<file path="src/rtl/alu8_pkg.sv">
`default_nettype none
// ============================================================================
// Module      : alu8_pkg
// Description : Opcodes, issuer FSM states and constants shared by the ALU8
//               command issuer and its sub-blocks.
// Revision    : 1.0 - initial release
// ============================================================================
package alu8_pkg;

    localparam logic [2:0] OP_ADD = 3'b000;
    localparam logic [2:0] OP_SUB = 3'b001;
    localparam logic [2:0] OP_MUL = 3'b010;
    localparam logic [2:0] OP_DIV = 3'b011;
    localparam logic [2:0] OP_NOP = 3'b111;

    localparam logic [7:0] DIV_ZERO_RESULT = 8'hFF;

    typedef enum logic [2:0] {
        IDLE    = 3'd0,
        ISSUE   = 3'd1,
        SETTLE  = 3'd2,
        CAPTURE = 3'd3,
        RESP    = 3'd4
    } state_t;

endpackage
`default_nettype wire

</file>
<file path="src/rtl/alu8_cmd_issuer_sync_fifo.sv">
`default_nettype none
// ============================================================================
// Module      : sync_fifo
// Description : Single-clock FIFO with registered not-full flag and
//               combinational head read.
// Revision    : 1.0 - initial release
// ============================================================================
module sync_fifo #(
    parameter int WIDTH = 8,
    parameter int DEPTH = 4
) (
    input  logic             clk,
    input  logic             rst,
    input  logic             i_push,
    input  logic [WIDTH-1:0] i_data,
    input  logic             i_pop,
    output logic [WIDTH-1:0] o_data,
    output logic             o_empty,
    output logic             o_not_full
);

    localparam int AW = $clog2(DEPTH);
    localparam logic [AW:0] C_DEPTH = (AW + 1)'(DEPTH);

    logic [WIDTH-1:0] r_mem [DEPTH];
    logic [AW-1:0]    r_wr_ptr;
    logic [AW-1:0]    r_rd_ptr;
    logic [AW:0]      r_count;
    logic [AW:0]      w_count_nxt;
    logic             r_not_full;
    logic             w_do_push;
    logic             w_do_pop;

    // A pop in the same cycle frees the slot, so a push while full is legal
    assign w_do_pop  = i_pop && (r_count != '0);
    assign w_do_push = i_push && (r_not_full || w_do_pop);

    always_comb begin
        w_count_nxt = r_count;
        case ({w_do_push, w_do_pop})
            2'b10:   w_count_nxt = r_count + 1'b1;
            2'b01:   w_count_nxt = r_count - 1'b1;
            default: w_count_nxt = r_count;
        endcase
    end

    always_ff @(posedge clk) begin
        if (rst) begin
            r_wr_ptr   <= '0;
            r_rd_ptr   <= '0;
            r_count    <= '0;
            r_not_full <= 1'b1;
        end else begin
            if (w_do_push) r_wr_ptr <= r_wr_ptr + 1'b1;
            if (w_do_pop)  r_rd_ptr <= r_rd_ptr + 1'b1;
            r_count    <= w_count_nxt;
            r_not_full <= (w_count_nxt != C_DEPTH);
        end
    end

    always_ff @(posedge clk) begin
        if (w_do_push) r_mem[r_wr_ptr] <= i_data;
    end

    assign o_data     = r_mem[r_rd_ptr];
    assign o_empty    = (r_count == '0);
    assign o_not_full = r_not_full;

endmodule
`default_nettype wire

</file>
<file path="src/rtl/alu8_cmd_issuer.sv">
`default_nettype none
// ============================================================================
// Module      : alu8_cmd_issuer
// Description : Queues ALU8 commands, drives operands for a settle window and
//               returns the captured result with tag and divide-by-zero flag.
// Revision    : 1.0 - initial release
// ============================================================================
module alu8_cmd_issuer
    import alu8_pkg::*;
#(
    parameter int FIFO_DEPTH    = 4,
    parameter int SETTLE_CYCLES = 1,
    parameter int TAG_W         = 4
) (
    input  logic             clk,
    input  logic             rst,
    input  logic             cmd_valid,
    output logic             cmd_ready,
    input  logic [7:0]       cmd_a,
    input  logic [7:0]       cmd_b,
    input  logic [2:0]       cmd_op,
    input  logic [TAG_W-1:0] cmd_tag,
    output logic [7:0]       alu_a,
    output logic [7:0]       alu_b,
    output logic [2:0]       alu_op,
    input  logic [7:0]       alu_result,
    output logic             rsp_valid,
    input  logic             rsp_ready,
    output logic [7:0]       rsp_data,
    output logic [TAG_W-1:0] rsp_tag,
    output logic             rsp_err,
    output logic             busy
);

    localparam int FIFO_W = 8 + 8 + 3 + TAG_W;
    localparam int CNT_W  = $clog2(SETTLE_CYCLES) + 1;
    localparam logic [CNT_W-1:0] C_SETTLE_LOAD = CNT_W'(SETTLE_CYCLES - 1);

    state_t              r_state;
    state_t              w_state_nxt;
    logic                w_pop;
    logic                w_push;
    logic                w_fifo_empty;
    logic                w_fifo_not_full;
    logic [FIFO_W-1:0]   w_fifo_rdata;

    logic [7:0]          r_op_a;
    logic [7:0]          r_op_b;
    logic [2:0]          r_op_op;
    logic [TAG_W-1:0]    r_op_tag;
    logic [CNT_W-1:0]    r_settle_cnt;

    logic [7:0]          r_alu_a;
    logic [7:0]          r_alu_b;
    logic [2:0]          r_alu_op;
    logic                r_rsp_valid;
    logic [7:0]          r_rsp_data;
    logic [TAG_W-1:0]    r_rsp_tag;
    logic                r_rsp_err;

    assign w_push = cmd_valid && w_fifo_not_full;

    sync_fifo #(
        .WIDTH (FIFO_W),
        .DEPTH (FIFO_DEPTH)
    ) u_cmd_fifo (
        .clk        (clk),
        .rst        (rst),
        .i_push     (w_push),
        .i_data     ({cmd_a, cmd_b, cmd_op, cmd_tag}),
        .i_pop      (w_pop),
        .o_data     (w_fifo_rdata),
        .o_empty    (w_fifo_empty),
        .o_not_full (w_fifo_not_full)
    );

    always_ff @(posedge clk) begin
        if (rst) r_state <= IDLE;
        else     r_state <= w_state_nxt;
    end

    always_comb begin
        w_state_nxt = r_state;
        w_pop       = 1'b0;
        case (r_state)
            IDLE: begin
                if (!w_fifo_empty) begin
                    w_pop       = 1'b1;
                    w_state_nxt = ISSUE;
                end
            end
            ISSUE:   w_state_nxt = SETTLE;
            SETTLE:  if (r_settle_cnt == '0) w_state_nxt = CAPTURE;
            CAPTURE: w_state_nxt = RESP;
            RESP:    if (rsp_ready) w_state_nxt = IDLE;
            default: w_state_nxt = IDLE;
        endcase
    end

    // Operands stay on the ALU between commands; only reset parks it on NOP
    always_ff @(posedge clk) begin
        if (rst) begin
            r_op_a       <= '0;
            r_op_b       <= '0;
            r_op_op      <= '0;
            r_op_tag     <= '0;
            r_settle_cnt <= '0;
            r_alu_a      <= '0;
            r_alu_b      <= '0;
            r_alu_op     <= OP_NOP;
            r_rsp_valid  <= 1'b0;
            r_rsp_data   <= '0;
            r_rsp_tag    <= '0;
            r_rsp_err    <= 1'b0;
        end else begin
            if (w_pop) {r_op_a, r_op_b, r_op_op, r_op_tag} <= w_fifo_rdata;
            case (r_state)
                ISSUE: begin
                    r_alu_a      <= r_op_a;
                    r_alu_b      <= r_op_b;
                    r_alu_op     <= r_op_op;
                    r_settle_cnt <= C_SETTLE_LOAD;
                end
                SETTLE: begin
                    if (r_settle_cnt != '0) r_settle_cnt <= r_settle_cnt - 1'b1;
                end
                CAPTURE: begin
                    r_rsp_data  <= alu_result;
                    r_rsp_tag   <= r_op_tag;
                    r_rsp_err   <= (r_op_op == OP_DIV) && (r_op_b == 8'h00);
                    r_rsp_valid <= 1'b1;
                end
                RESP: begin
                    if (rsp_ready) r_rsp_valid <= 1'b0;
                end
                default: ;
            endcase
        end
    end

    assign cmd_ready = w_fifo_not_full;
    assign alu_a     = r_alu_a;
    assign alu_b     = r_alu_b;
    assign alu_op    = r_alu_op;
    assign rsp_valid = r_rsp_valid;
    assign rsp_data  = r_rsp_data;
    assign rsp_tag   = r_rsp_tag;
    assign rsp_err   = r_rsp_err;
    assign busy      = (r_state != IDLE) || !w_fifo_empty;

endmodule
`default_nettype wire

</file>
<file path="config.mk">
export PLATFORM = sky130hd
export DESIGN_NAME = alu8_cmd_issuer
export DESIGN_NICKNAME = d
export VERILOG_FILES = /design/src/rtl/alu8_pkg.sv /design/src/rtl/alu8_cmd_issuer_sync_fifo.sv /design/src/rtl/alu8_cmd_issuer.sv
export SDC_FILE = /design/constraint.sdc
export NUM_CORES = 1
export LEC_CHECK = 0
export BUFFER_PORTS_ARGS = -buffer_cell sky130_fd_sc_hd__buf_2
export CAP_MARGIN = 20
export CORE_ASPECT_RATIO = 0.5
export CORE_MARGIN = 1
export CORE_UTILIZATION = 52
export CTS_CLUSTER_SIZE = 12
export DETAILED_ROUTE_END_ITERATION = 16
export PLACE_DENSITY = 0.81
export RECOVER_POWER = 25
export SKIP_CTS_REPAIR_TIMING = 1
export SYNTH_ARGS = -nofsm -noshare
export SYNTH_HDL_FRONTEND = slang
export SYNTH_SLANG_ARGS = --single-unit
</file>
<file path="constraint.sdc">
create_clock -name clk -period 2.38 [get_ports clk]
set_clock_uncertainty 0.05 [all_clocks]
set_input_delay 0.238 -clock clk [delete_from_list [all_inputs] [get_ports clk]]
set_output_delay 0.238 -clock clk [all_outputs]
set_load 0.02 [all_outputs]
</file>
## Yosys cells after proc, flatten, opt, wreduce, memory -nomap -nowiden

Memory sizes are Yosys's and may differ from the RTL's. A register that Yosys moved wholly into a read port is not among the register bits.
Cells that the tools add are included.

- Latch bits: 0
- Memory bits (read-only): 0
- Register bits after elaboration: 45
- Logic and storage cells: 59
- Input port bits: 35
- Bits in writable memories: 92
- Memories kept: 1
- Output and inout bits: 35

Memories:

| name | words | width | read ports | clocked after Yosys merged registers in | write ports | RTL line | RTL |
|---|---|---|---|---|---|---|---|
| u_cmd_fifo.r_mem | 4 | 23 | 1 | 1 | 1 | alu8_cmd_issuer_sync_fifo.sv:25 | `logic [WIDTH-1:0] r_mem [DEPTH];` |

- $lt $le $gt $ge: 0
- Equality and inequality tests: 11
- Muxes and demuxes: 13
- Shift-type cells: 0
- Divide/modulo/power cells: 0
- Reduce and logical (&&, ||, !) cells: 16
- Add/subtract/negate cells: 5
- Bitwise logic cells: 0
- $mul: 0

Operators with widths:

| kind | number |
|---|---|
| $pmux W3 S5 | 1 |
| $eq A3 B2 Y1 const B | 3 |
| $mux W3 | 3 |
| $logic_not A8 Y1 | 1 |
| $logic_not A3 Y1 | 2 |
| $mux W1 | 6 |
| $ne A2 B2 Y1 const B | 3 |
| $pmux W3 S2 | 1 |
| $reduce_bool A3 Y1 | 2 |
| $add A2 B1 Y2 const B | 2 |
| $logic_and A1 B1 Y1 | 4 |
| $pmux W1 S2 | 2 |
| $reduce_bool A2 Y1 | 2 |
| $add A3 B1 Y3 const B | 1 |
| $eq A3 B1 Y1 const B | 1 |
| $eq A3 B3 Y1 const B | 1 |
| $ne A3 B3 Y1 const B | 1 |
| $reduce_and A3 Y1 | 1 |
| $sub A3 B1 Y3 const B | 1 |
| $eq A2 B1 Y1 const B | 1 |
| $eq A2 B2 Y1 const B | 1 |
| $logic_or A1 B1 Y1 | 2 |
| $reduce_and A2 Y1 | 1 |
| $logic_not A1 Y1 | 1 |
| $sub A1 B1 Y1 const B | 1 |

## Longest topological paths before layout

- Depth after elaboration: 9
- Depth in mapped cells: 9
- Depth with buffers taken out: 8

## By module

A second synthesis with hierarchy kept.

- Cells, all modules: 442
- Area, all modules: 5,983.2 µm²

By module, submodules not included:

| module | times used | area an instance (µm²) | cells each | seq. area each (µm²) |
|---|---|---|---|---|
| sync_fifo | 1 | 3,831.2 | 174 | 2,962.8 |
| alu8_cmd_issuer | 1 | 2,152.1 | 268 | 1,181.1 |

## Worst setup path after synthesis

Ideal clock, no wire load.

- Path kind: reg-to-reg
- From: reg r_state[0]
- To: reg u_cmd_fifo.r_not_full, in the netlist u_cmd_fifo.o_not_full
- Required time: 2.210 ns
- Setup time: 0.120 ns
- Stages on the path, launching flop included: 10
- Path slack: -0.029 ns
- Buffers on the path: 1
- Data arrival time: 2.239 ns
- Period minus slack after synthesis: 2.409 ns
- Cells stage by stage: dfxtp_1 or3_1 buf_2 nor2_1 ha_1 inv_1 fa_1 xor2_1 or3_1 a211o_1

- Longest elaborated chain between the ends: 8
- Elaborated cells on any way between the ends: 9
- Classes of those cells: eq/ne: 3; mux: 2; reduce/logical: 4

RTL lines:

| what | RTL line | RTL |
|---|---|---|
| start: declaration | alu8_cmd_issuer.sv:39 | `state_t r_state;` |
| start signal: assignment | alu8_cmd_issuer.sv:79 | `else r_state <= w_state_nxt;` |
| $logic_not A3 Y1 (*) | alu8_cmd_issuer.sv:85 | `case (r_state)` |
| $mux W1 (*) | alu8_cmd_issuer.sv:85 |  |
| via u_cmd_fifo.i_pop | alu8_cmd_issuer_sync_fifo.sv:16 | `input logic i_pop,` |
| $logic_and A1 B1 Y1 (*) | alu8_cmd_issuer_sync_fifo.sv:35 | `assign w_do_pop = i_pop && (r_count != '0);` |
| $logic_or A1 B1 Y1 | alu8_cmd_issuer_sync_fifo.sv:36 | `assign w_do_push = i_push && (r_not_full \|\| w_do_pop);` |
| $logic_and A1 B1 Y1 | alu8_cmd_issuer_sync_fifo.sv:36 |  |
| $eq A2 B1 Y1 / $eq A2 B2 Y1 (equally long branches) | alu8_cmd_issuer_sync_fifo.sv:40 | `case ({w_do_push, w_do_pop})` |
| $pmux W3 S2 (*) | alu8_cmd_issuer_sync_fifo.sv:40 |  |
| $ne A3 B3 Y1 (*) | alu8_cmd_issuer_sync_fifo.sv:57 | `r_not_full <= (w_count_nxt != C_DEPTH);` |
| end signal: assignment | alu8_cmd_issuer_sync_fifo.sv:57 |  |
| end: declaration | alu8_cmd_issuer_sync_fifo.sv:30 | `logic r_not_full;` |

Mark *: on every way through the listed nets, which the timed path passes. The rest lies on a longest branch.
A chain may end at the register's enable or synchronous reset.

## Final worst setup path

Same ends and word-level chain as after synthesis.

==> results.cfg <==
[die]
core_area_um2 = 11150
die_y_um = 78.20
dieArea_um2 = 12070
pin_count = 70
fp-row-count = 27
initial_core_util_pct = 54.16
die_w_um = 154.4

[pwr]
leakage_nw = 2.597
power_frac_seq_pct = 40.7
p_int_mw = 5.940
clock_power_share_pct = 29.9
switching_share_pct = 33.85
p_per_area_nw_per_um2 = 1223
switchingPower_mw = 3.040
finalPower_mw = 8.980
power_frac_comb_pct = 29.4
ir_worst_vdd_uv = 666.7

[synth]
yosysSeqAreaShare_pct = 67.97
synth_flop_cell = edfxtp_1
yosysWarnings = 0
synth_seq_cells = 159
syn_inst = 442
yosys.cell_types.count = 40
synth_area_per_cell_um2 = 13.66
synth-edff-count = 92
synth_nets = 483
netlist_area_um2 = 6038
synth-async-reset-ratio_pct = 0

[setup_path]
path_delay_family = simple AND/OR/NAND/NOR gates
worstPathCellList = or3_4, nor2_4, ha_4, inv_1, fa_2, xor2_1, or3_4, a211o_1
cpMaxStageDelayCell = or3_4
critPathMaxStageDelay_ns = 0.41
path_common_cell = or3_4
r2r_slack_ns = 0.02
critPathCaptureType = flop
cp_max_fo = 2
cp-start-kind = flop
ff2ff_path_depth = 8
crit_arrival_ns = 2.61
critPathKind = flop to flop
cp.required_ns = 2.64
timing.rr.start = r_state[0]
r2r-end = u_cmd_fifo.o_not_full
cp_num_buf_inv = 1

[layout]
n_antenna_cell = 0
fillCellCount = 772
layout.cells.non_filler = 698
nNetsFinal = 581
drive_gt1_share_pct = 22.97
final_common_cell = edfxtp_1
multiInputGateArea_um2 = 1740
mostFrequentLayoutCells = 92 x edfxtp_1, 67 x dfxtp_1, 66 x nand2_1, 58 x a21oi_1, 49 x buf_2
seq_area_um2 = 4104
areaGrowthSynthToFinish_pct = 21.63
utilization_pct = 65.88

[clocking]
cts_buffer_depth = 2
root_buffer = clkbuf_16
htreeDepth = 4
cts_buffers = 17
path_clk_slew_ns = 0.07
cts_sinks = 159
tritoncts = built
worstSkewPairLatency_ns = 0.42

[routing]
viasPerCell = 5.596
wl_um = 12890
wl_per_cell_um = 18.47
drtPass1Iterations = 5
drt_iter0_drc = 411
vias = 3906
antenna_left = 0
drc = 0

[run_status]
status = completed

[timing]
slew_viol_final = 0
hold_viol = 0
setup_viol = 0
min_period_ns = 2.357
period_share_pct = 99.02
maxSlewHeadroom_pct = 45.32
tightest_slew_ns = 0.8203
fmax_ghz = 0.4243
rsz0062_at_grt = true
hold-worst-slack_ns = 0.003234

[flow_run]
maxCapViolCount = 0

[grt]
track_usage_pct = 21.57
grt_pass1_wl_um = 19170
grt_pass1_vias = 3704
grt_max_degree = 46
grt_remaining_overflow = 0
antenna_found_initial = 0

[placed_design]
placed_cells = 641
dpl.hpwl_um = 7484
gp_congestion = 0.8007
io_buffers = 69

[worst_hold_path]
min_path_cells = 3
holdPathEnd = rsp_data[2]
min_path_type = primary input to flop
min_from = alu_result[2]
==> worst max-delay path by stage <==
| stage | from | endpoint | cells past startpoint |
|---|---|---|---|
| finish | r_state[0] | u_cmd_fifo.o_not_full | 8 |
| global route | r_state[0] | u_cmd_fifo.o_not_full | 8 |
| CTS | r_state[0] | u_cmd_fifo.o_not_full | 8 |
| detailed placement | r_state[0] | u_cmd_fifo.o_not_full | 8 |
| global placement | r_state[0] | u_cmd_fifo.o_not_full | 8 |
| floorplan | r_state[0] | u_cmd_fifo.o_not_full | 9 |
==> cells in the mapped netlist, types with 2 or more instances <==
| master | number | area, µm² |
|---|---|---|
| edfxtp_1 | 92 | 2763 |
| buf_4 | 5 | 37.54 |
| dfxtp_1 | 67 | 1341 |
| nand3_1 | 24 | 120.1 |
| nand2_1 | 66 | 247.7 |
| buf_2 | 10 | 50.05 |
| clkbuf_1 | 9 | 33.78 |
| buf_6 | 4 | 45.04 |
| ha_1 | 5 | 62.56 |
| nor2_1 | 6 | 22.52 |
| or3_1 | 4 | 25.02 |
| o21ai_0 | 24 | 120.1 |
| nor3_1 | 4 | 20.02 |
| nor4_1 | 2 | 12.51 |
| mux4_2 | 20 | 450.4 |
| and3_1 | 4 | 25.02 |
| nor2b_1 | 2 | 12.51 |
| a21oi_1 | 58 | 290.3 |
| inv_1 | 7 | 26.28 |
| xor2_1 | 2 | 17.52 |
| mux4_1 | 3 | 78.83 |
| nand3b_1 | 5 | 37.54 |
| xnor2_1 | 2 | 17.52 |
==> logic make-up after synthesis <==
group           synth area share [%]
mux                            8.931
flops                          67.97
compound gates                 7.315
simple gates                   10.09
buf+inv                        3.750
fa+ha+maj                      1.368
xor+xnor                      0.5803
==> area by class of cell <==
| type | instances | share of cell area [%] |
|---|---|---|
| Clock buffer | 17 | 5.792 |
| Clock inverter | 15 | 2.300 |
| Inverter | 7 | 0.3578 |
| Multi-Input combinational cell | 245 | 23.70 |
| Sequential cell | 159 | 55.88 |
| Tap cell | 145 | 2.470 |
| Timing Repair Buffer | 110 | 9.506 |
==> power by group through the flow <==
stage / clock (mW) / combinational [mW] / sequential [mW]
after global placement: 0 / 2.37 / 3.66
after CTS: 2.71 / 2.44 / 3.64
after detailed placement: 0 / 2.42 / 3.69
after global routing: 2.83 / 2.90 / 3.70
after floorplan: 0 / 1.79 / 3.71
final: 2.68 / 2.64 / 3.66
==> worst min-delay path, delay by kind of cell <==
kind / cells / cell delay (ns)
AOI/OAI and AO/OA: 1 / 0.05
and+or+nand+nor: 1 / 0.05
buffers and inverters: 1 / 0.10
==> per-stage QoR <==
stage / TNS (ns) / setup slack, ns / instance area [µm²]
floorplan: 0 / 0.03529 / 6052
global placement: 0 / 0.07282 / 6505
detailed placement: 0 / 0.04655 / 6505
CTS: 0 / 0.02809 / 7099
global route: -0.07037 / -0.07037 / 7345
finish: 0 / 0.02334 / 7345
==> layer usage <==
| metal | GRT usage, % | vias to the layer above | part of all wire [%] |
|---|---|---|---|
| met2 | 33.68 | 126 | 46 |
| met1 | 28.35 | 1937 | 47 |
| met4 | 9.406 | 0 | 1.2 |
| met3 | 6.405 | 13 | 5.5 |
| met5 | 0 | - | 0 |
| li1 | - | 1830 | - |
==> registers in the layout, indices dropped and copies added (netlist names) <==
| register | cells |
|---|---|
| u_cmd_fifo.r_rd_ptr | 2 |
| r_op_a | 8 |
| alu_a | 8 |
| r_op_tag | 4 |
| rsp_data | 8 |
| r_op_op | 3 |
| u_cmd_fifo.r_mem | 92 |
| alu_b | 8 |
| r_state | 3 |
| rsp_tag | 4 |
| u_cmd_fifo.o_not_full | 1 |
| rsp_err | 1 |
| u_cmd_fifo.r_count | 3 |
| rsp_valid | 1 |
| u_cmd_fifo.r_wr_ptr | 2 |
| alu_op | 3 |
| r_op_b | 8 |
Note: power is estimated with default switching activity, not from simulation.
